===== src/rtl/prescaler_pkg.sv =====
// Shared constants and state encoding for the multi-channel fractional prescaler.
// Latency: n/a (definitions only).
// Backpressure: n/a (no flow-controlled interfaces).
package prescaler_pkg;

  // Per-channel operating mode, as presented on the mode input bit.
  localparam logic MODE_CONT  = 1'b0;
  localparam logic MODE_BURST = 1'b1;

  // Channel FSM encoding. busy is simply "state == ST_RUN".
  typedef enum logic {
    ST_IDLE = 1'b0,
    ST_RUN  = 1'b1
  } state_t;

endpackage


===== src/rtl/prescaler_channel.sv =====
// One fractional clock-enable channel: FSM, phase accumulator, tick counter, shadow config.
// Latency: busy after the start edge; tick is registered and high the cycle after the crossing edge.
// Backpressure: none; enable low aborts immediately, start while running is ignored.
//
// Ports:
//   clk, rst_n            clock, async active-low reset
//   clear_n               sync active-low clear (overrides everything else)
//   enable, mode, start   channel control (mode: 0 continuous, 1 burst)
//   multiplier, divider   M and D, sampled on a start attempt
//   burst_len             ticks per burst, sampled on a start attempt
//   tick, busy, done      registered tick, RUN indicator, burst-complete pulse
//   cfg_err               sticky: last start attempt had D==0 or M>D
module prescaler_channel
  import prescaler_pkg::*;
#(
  parameter int BITS     = 32,
  parameter int CNT_BITS = 16
) (
  input  logic                clk,
  input  logic                rst_n,
  input  logic                clear_n,
  input  logic                enable,
  input  logic                mode,
  input  logic                start,
  input  logic [BITS-1:0]     multiplier,
  input  logic [BITS-1:0]     divider,
  input  logic [CNT_BITS-1:0] burst_len,
  output logic                tick,
  output logic                busy,
  output logic                done,
  output logic                cfg_err
);

  state_t              state, state_n;
  logic [BITS:0]       acc, acc_n;
  logic [BITS:0]       nxt;
  logic [CNT_BITS-1:0] cnt, cnt_n, cnt_inc;
  logic                tick_n, done_n, err_n;
  logic                attempt, cfg_bad, load;

  // Shadow copies so that input changes during RUN have no effect.
  logic [BITS-1:0]     m_sh, d_sh;
  logic [CNT_BITS-1:0] len_sh;
  logic                mode_sh;

  // The accumulator is one bit wider than M/D, so acc + M cannot wrap
  // while the invariant acc < D holds.
  assign nxt     = acc + {1'b0, m_sh};
  assign cnt_inc = cnt + CNT_BITS'(1);

  assign attempt = enable && ((mode == MODE_CONT) || start);
  assign cfg_bad = (divider == '0) || (multiplier > divider);

  always_comb begin
    state_n = state;
    acc_n   = acc;
    cnt_n   = cnt;
    tick_n  = 1'b0;
    done_n  = 1'b0;
    err_n   = cfg_err;
    load    = 1'b0;

    if (!clear_n) begin
      state_n = ST_IDLE;
      acc_n   = '0;
      cnt_n   = '0;
      err_n   = 1'b0;
    end else begin
      unique case (state)
        ST_IDLE: begin
          if (attempt) begin
            load = 1'b1;
            if (cfg_bad) begin
              err_n = 1'b1;
            end else begin
              err_n = 1'b0;
              acc_n = '0;
              cnt_n = '0;
              // A zero-length burst completes without ever entering RUN.
              if ((mode == MODE_BURST) && (burst_len == '0)) begin
                done_n = 1'b1;
              end else begin
                state_n = ST_RUN;
              end
            end
          end
        end

        ST_RUN: begin
          // done was registered together with the final tick; the channel
          // spends that cycle still busy and returns to IDLE at this edge.
          if (!enable || done) begin
            state_n = ST_IDLE;
          end else if (nxt >= {1'b0, d_sh}) begin
            acc_n  = nxt - {1'b0, d_sh};
            tick_n = 1'b1;
            if (mode_sh == MODE_BURST) begin
              cnt_n = cnt_inc;
              if (cnt_inc == len_sh) begin
                done_n = 1'b1;
              end
            end
          end else begin
            acc_n = nxt;
          end
        end

        default: state_n = ST_IDLE;
      endcase
    end
  end

  always_ff @(posedge clk or negedge rst_n) begin
    if (!rst_n) begin
      state   <= ST_IDLE;
      acc     <= '0;
      cnt     <= '0;
      tick    <= 1'b0;
      done    <= 1'b0;
      cfg_err <= 1'b0;
      m_sh    <= '0;
      d_sh    <= '0;
      len_sh  <= '0;
      mode_sh <= MODE_CONT;
    end else begin
      state   <= state_n;
      acc     <= acc_n;
      cnt     <= cnt_n;
      tick    <= tick_n;
      done    <= done_n;
      cfg_err <= err_n;
      if (load) begin
        m_sh    <= multiplier;
        d_sh    <= divider;
        len_sh  <= burst_len;
        mode_sh <= mode;
      end
    end
  end

  assign busy = (state == ST_RUN);

endmodule


===== src/rtl/prescaler_multi.sv =====
// Multi-channel fractional clock-enable generator; each channel ticks at Fclk*M/D on average.
// Latency: tick is registered, high the cycle after the edge where the accumulator crosses D.
// Backpressure: none; channels are independent and free-running once started.
//
// Ports (channel i uses bit i or slice [i*W +: W]):
//   clk, rst_n, clear_n        clock, async active-low reset, sync active-low clear
//   enable, mode, start        per-channel control
//   multiplier, divider        per-channel M and D (BITS each)
//   burst_len                  per-channel burst length (CNT_BITS each)
//   tick, busy, done, cfg_err  per-channel status
module prescaler_multi
  import prescaler_pkg::*;
#(
  parameter int CHANNELS = 4,
  parameter int BITS     = 32,
  parameter int CNT_BITS = 16
) (
  input  logic                         clk,
  input  logic                         rst_n,
  input  logic                         clear_n,
  input  logic [CHANNELS-1:0]          enable,
  input  logic [CHANNELS-1:0]          mode,
  input  logic [CHANNELS-1:0]          start,
  input  logic [CHANNELS*BITS-1:0]     multiplier,
  input  logic [CHANNELS*BITS-1:0]     divider,
  input  logic [CHANNELS*CNT_BITS-1:0] burst_len,
  output logic [CHANNELS-1:0]          tick,
  output logic [CHANNELS-1:0]          busy,
  output logic [CHANNELS-1:0]          done,
  output logic [CHANNELS-1:0]          cfg_err
);

  for (genvar i = 0; i < CHANNELS; i++) begin : g_ch
    prescaler_channel #(
      .BITS     (BITS),
      .CNT_BITS (CNT_BITS)
    ) u_ch (
      .clk        (clk),
      .rst_n      (rst_n),
      .clear_n    (clear_n),
      .enable     (enable[i]),
      .mode       (mode[i]),
      .start      (start[i]),
      .multiplier (multiplier[i*BITS +: BITS]),
      .divider    (divider[i*BITS +: BITS]),
      .burst_len  (burst_len[i*CNT_BITS +: CNT_BITS]),
      .tick       (tick[i]),
      .busy       (busy[i]),
      .done       (done[i]),
      .cfg_err    (cfg_err[i])
    );
  end

endmodule

===== config.mk =====
export PLATFORM = sky130hd
export DESIGN_NAME = prescaler_multi
export DESIGN_NICKNAME = d
export VERILOG_FILES = /design/src/rtl/prescaler_pkg.sv /design/src/rtl/prescaler_channel.sv /design/src/rtl/prescaler_multi.sv
export SDC_FILE = /design/constraint.sdc
export NUM_CORES = 2
export LEC_CHECK = 0
export ABC_AREA = 1
export CAP_MARGIN = 15
export CORE_UTILIZATION = 48
export DETAILED_ROUTE_END_ITERATION = 7
export PLACE_DENSITY = 0.75
export SYNTH_ARGS = -nofsm -noshare
export SYNTH_HDL_FRONTEND = slang
export SYNTH_HIERARCHICAL = 1
export SYNTH_SLANG_ARGS = --single-unit
export TNS_END_PERCENT = 1

===== constraint.sdc =====
create_clock -name clk -period 3.8 [get_ports clk]
set_input_delay 0.76 -clock clk [delete_from_list [all_inputs] [get_ports clk]]
set_output_delay 0.76 -clock clk [all_outputs]
set_load 0.02 [all_outputs]

==> metrics.txt <==
Slew Limit Headroom about 36%; Pleak 29.54 nW; First-pass DRT Iterations 6; sequential area share after synthesis a little under a third; number of clock sinks roughly 540; Initial Utilization 48.42%; number of global-route vias before repair 43,964; Max Used Layer met5; Period minus WS final 3871 ps; area of the multi-input gates 29,210 µm²; CTS H-tree depth 3; Final ANT Viol Nets 0; num ports 351; Final Max Tran Viols 0; largest net degree at the start of global routing 102; Final WS setup -70.83 ps; drt total wl roughly 150 mm; CP Class flop to flop; synthesized instance count 6,211; Die W roughly 300 µm; CTS buffer count 66; Post-Route M1 WL between 60 and 70 mm; met3 WL 10.20 mm; Core Region 90,010 µm²; layout cells sized above 1 19.74%; CTS Buffer Depth 3; CP Depth 27; Root Buffer clkbuf_16; first-pass GRT wire length 232.9 mm; Netlist cell types 62; RSZ-0062 raised after global routing true; Nets 7,892; Yosys reg bits 536; Fill cells 7,884; status finished, violations left; crit-path leading delay family simple AND/OR/NAND/NOR gates; vias per inst 5.437; max-cap violations 0; P_int about 19 mW; PD cells 559.4 nW/µm²; input/output buffers 350; sequential power share 22.0%; clock-pin slew on the worst setup and hold paths 70 ps; Overflow after GRT 0; Top FF cell, synth dfrtp_1; CP endpoint kind flop; worst-skew pair later-pin latency 630 ps; CP max-delay cell dfrtp_1; worst-margin pin slew between 900 and 1000 ps; setup violators final 139; failing checks setup timing; mean routed wirelength per cell 18.14 µm; via count 45,612; CP bufs+invs 3; hpwl dp 118.7 mm; CTS tree done; synthesized area 43,580 µm²; routed wl met2 slightly below 70 mm; register area around 13,000 µm²; YS warnings 6; Critical Path AT roughly 4400 ps; Net Sw Frac a little over two fifths; count of flip-flops with a built-in enable after synthesis 0; Comb pwr share 56.6%; syn avg cell area 7.017 µm²; RD Place Congestion 0.9978; path type of the worst min-delay path input port to async pin; Clock Skew 21.21 ps; CP peak stage delay approximately 420 ps; die area approximately 92,000 µm²; floorplan row count 110; Tcrit/Tclk final 101.9%; height of the die 303.3 µm; Fin. Hold Viols 0; FMAX around 0.26 GHz; Worst R2R Setup Slack -70 ps; nature of the critical path startpoint flop; GRT Util Overall roughly 32%; Clk pwr share about a fifth; area grow syn2layout 33.52%; Setup WS pre-CTS -406.3 ps; peak supply drop 0.3895 mV; ys async rst share 100.0%; Initial DRC Count 3,943; antenna violations before repair 13; worst reg-to-reg path cell count 27; crit-path max FO 8; syn_nets 6,942; final core occ 64.65%; DRC 0; Worst EP required 4310 ps; NetSw 13.62 mW
state kept, by name (all words and copies together) (netlist names):
signal             flops
g_ch.u_ch/done         4
g_ch.u_ch/d_sh       128
g_ch.u_ch/acc        132
g_ch.u_ch/busy         4
g_ch.u_ch/m_sh       128
g_ch.u_ch/cnt         64
g_ch.u_ch/len_sh      64
g_ch.u_ch/cfg_err      4
g_ch.u_ch/tick         4
g_ch.u_ch/mode_sh      4
routing by layer:
layer	GRT usage [%]	up-vias
li1	-	22274
met1	44.39	21485
met2	51.26	1532
met3	4.990	303
met4	9.988	18
met5	0	-
layout by cell type (no fill, tap or decap), types with 70 or more instances in the layout:
cell	instances
ha_1	298
clkbuf_16	73
buf_4	609
o211ai_1	75
nand3_1	325
xnor2_1	88
dfrtp_1	533
nor2_1	368
a21oi_1	302
nand4_1	127
nand2_2	113
a21oi_2	78
nand2_1	1844
ha_4	70
xor2_1	99
o21ai_0	326
inv_1	750
clkdlybuf4s50_1	348
final timing paths:
path / startpoint / to
min in group clk: g_ch[1].u_ch/d_sh[20] / g_ch[1].u_ch/d_sh[20]
worst max register to register: g_ch[1].u_ch/m_sh[0] / g_ch[1].u_ch/cnt[3]
worst min register to register: g_ch[1].u_ch/d_sh[20] / g_ch[1].u_ch/d_sh[20]
worst min-delay path: rst_n / g_ch[2].u_ch/m_sh[13]
max in group asynchronous: rst_n / g_ch[0].u_ch/m_sh[26]
worst max-delay path: g_ch[1].u_ch/m_sh[0] / g_ch[1].u_ch/cnt[3]
cells in the mapped netlist, drive strengths merged (2+ instances only):
master | count | area [µm²]
o21ai | 391 | 2047
o2111ai | 2 | 17.52
clkinv | 5 | 18.77
or2 | 13 | 81.32
a211oi | 8 | 60.06
a21boi | 10 | 82.57
and3 | 5 | 31.28
a31o | 4 | 35.03
fa | 8 | 160.2
dfrtp | 536 | 13410
nand4 | 127 | 794.5
clkbuf | 71 | 266.5
or4 | 2 | 15.01
ha | 388 | 4855
inv | 778 | 2920
nor3 | 68 | 360.4
a31oi | 19 | 118.9
o21a | 15 | 112.6
nand3b | 21 | 157.7
xor2 | 123 | 1077
and2 | 5 | 31.28
o211ai | 93 | 788.3
buf | 53 | 399.1
nand3 | 374 | 1994
o21bai | 43 | 322.8
a21o | 41 | 307.8
xnor2 | 100 | 875.8
nor4 | 37 | 231.5
mux2 | 40 | 450.4
nand2 | 1991 | 7749
a21oi | 390 | 1978
nor2 | 441 | 1719
xnor3 | 3 | 67.56
final cells by class:
| type | instances | share of cell area (%) |
|---|---|---|
| clock buffer | 93 | 3.385 |
| multi-input combinational | 4774 | 50.20 |
| antenna | 1 | 0.004301 |
| sequential | 536 | 23.06 |
| timing repair buffer | 1000 | 15.08 |
| inverter | 783 | 5.068 |
| clock inverter | 26 | 0.6752 |
| tap | 1176 | 2.529 |
power groups by stage:
stage	combinational, mW	clock (mW)	sequential (mW)
after floorplan	9.61	0	6.94
after global placement	16.0	0	7.16
after detailed placement	16.1	0	7.18
after CTS	16.9	7.03	7.11
after global routing	20.0	7.27	7.24
final	18.4	6.94	7.17
per-stage QoR:
step / setup TNS [ps] / instance area, µm² / instances / hold slack [ps] / total power, mW
CTS: -722.7 / 56170 / 8361 / 106.5 / 31.09
floorplan: 0 / 43590 / 6211 / 452.8 / 16.56
finish: -4945 / 58190 / 8389 / 97.26 / 32.55
global route: -37070 / 58190 / 8389 / 126.4 / 34.55
detailed placement: -50980 / 52680 / 8215 / 472.5 / 23.29
global placement: -36640 / 52680 / 8215 / 467.0 / 23.14
worst reg2reg max path, cell delays in order, from the launching register on:
cell	delay [ps]
dfrtp_1	420
ha_4	190
fa_2	400
nand3_2	110
nand3_4	100
nand2_4	90
nand2_4	60
nand2_2	80
nand2_2	70
buf_4	170
a21oi_4	140
xor2_2	250
ha_4	200
buf_4	110
nand2_1	70
nor2_2	110
nand2_1	80
nor3_1	130
nand2_1	90
nand3_2	90
nand2_4	70
nand3_4	130
buf_12	150
nand2_4	70
nand2_8	130
nand2_8	100
nand2_2	110
nand2_2	40
cell families (layout without fill, tap and decap cells):
kind of cell	Yosys count	after routing	synth area share [%]
multiplexers	40	40	1.034
AND/OR/NAND/NOR	3087	3093	30.25
flip-flops	536	536	30.78
buffers and inverters	907	1902	8.271
AO/OA/AOI/OAI	1019	1019	13.52
adder cells (fa/ha/maj)	396	396	11.51
XOR/XNOR	226	226	4.637
other	0	1	0
what timing repair did:
action                                 4_1_cts  5_1_grt
pin swaps                                   68      123
gates cloned                                 5        4
gates resized for setup                    190      363
hold buffers                                 0        0
setup endpoints to repair                  204      204
buffers inserted                            22       25
endpoints found under the hold margin        0        0
Power figures use the tool's default switching activity.
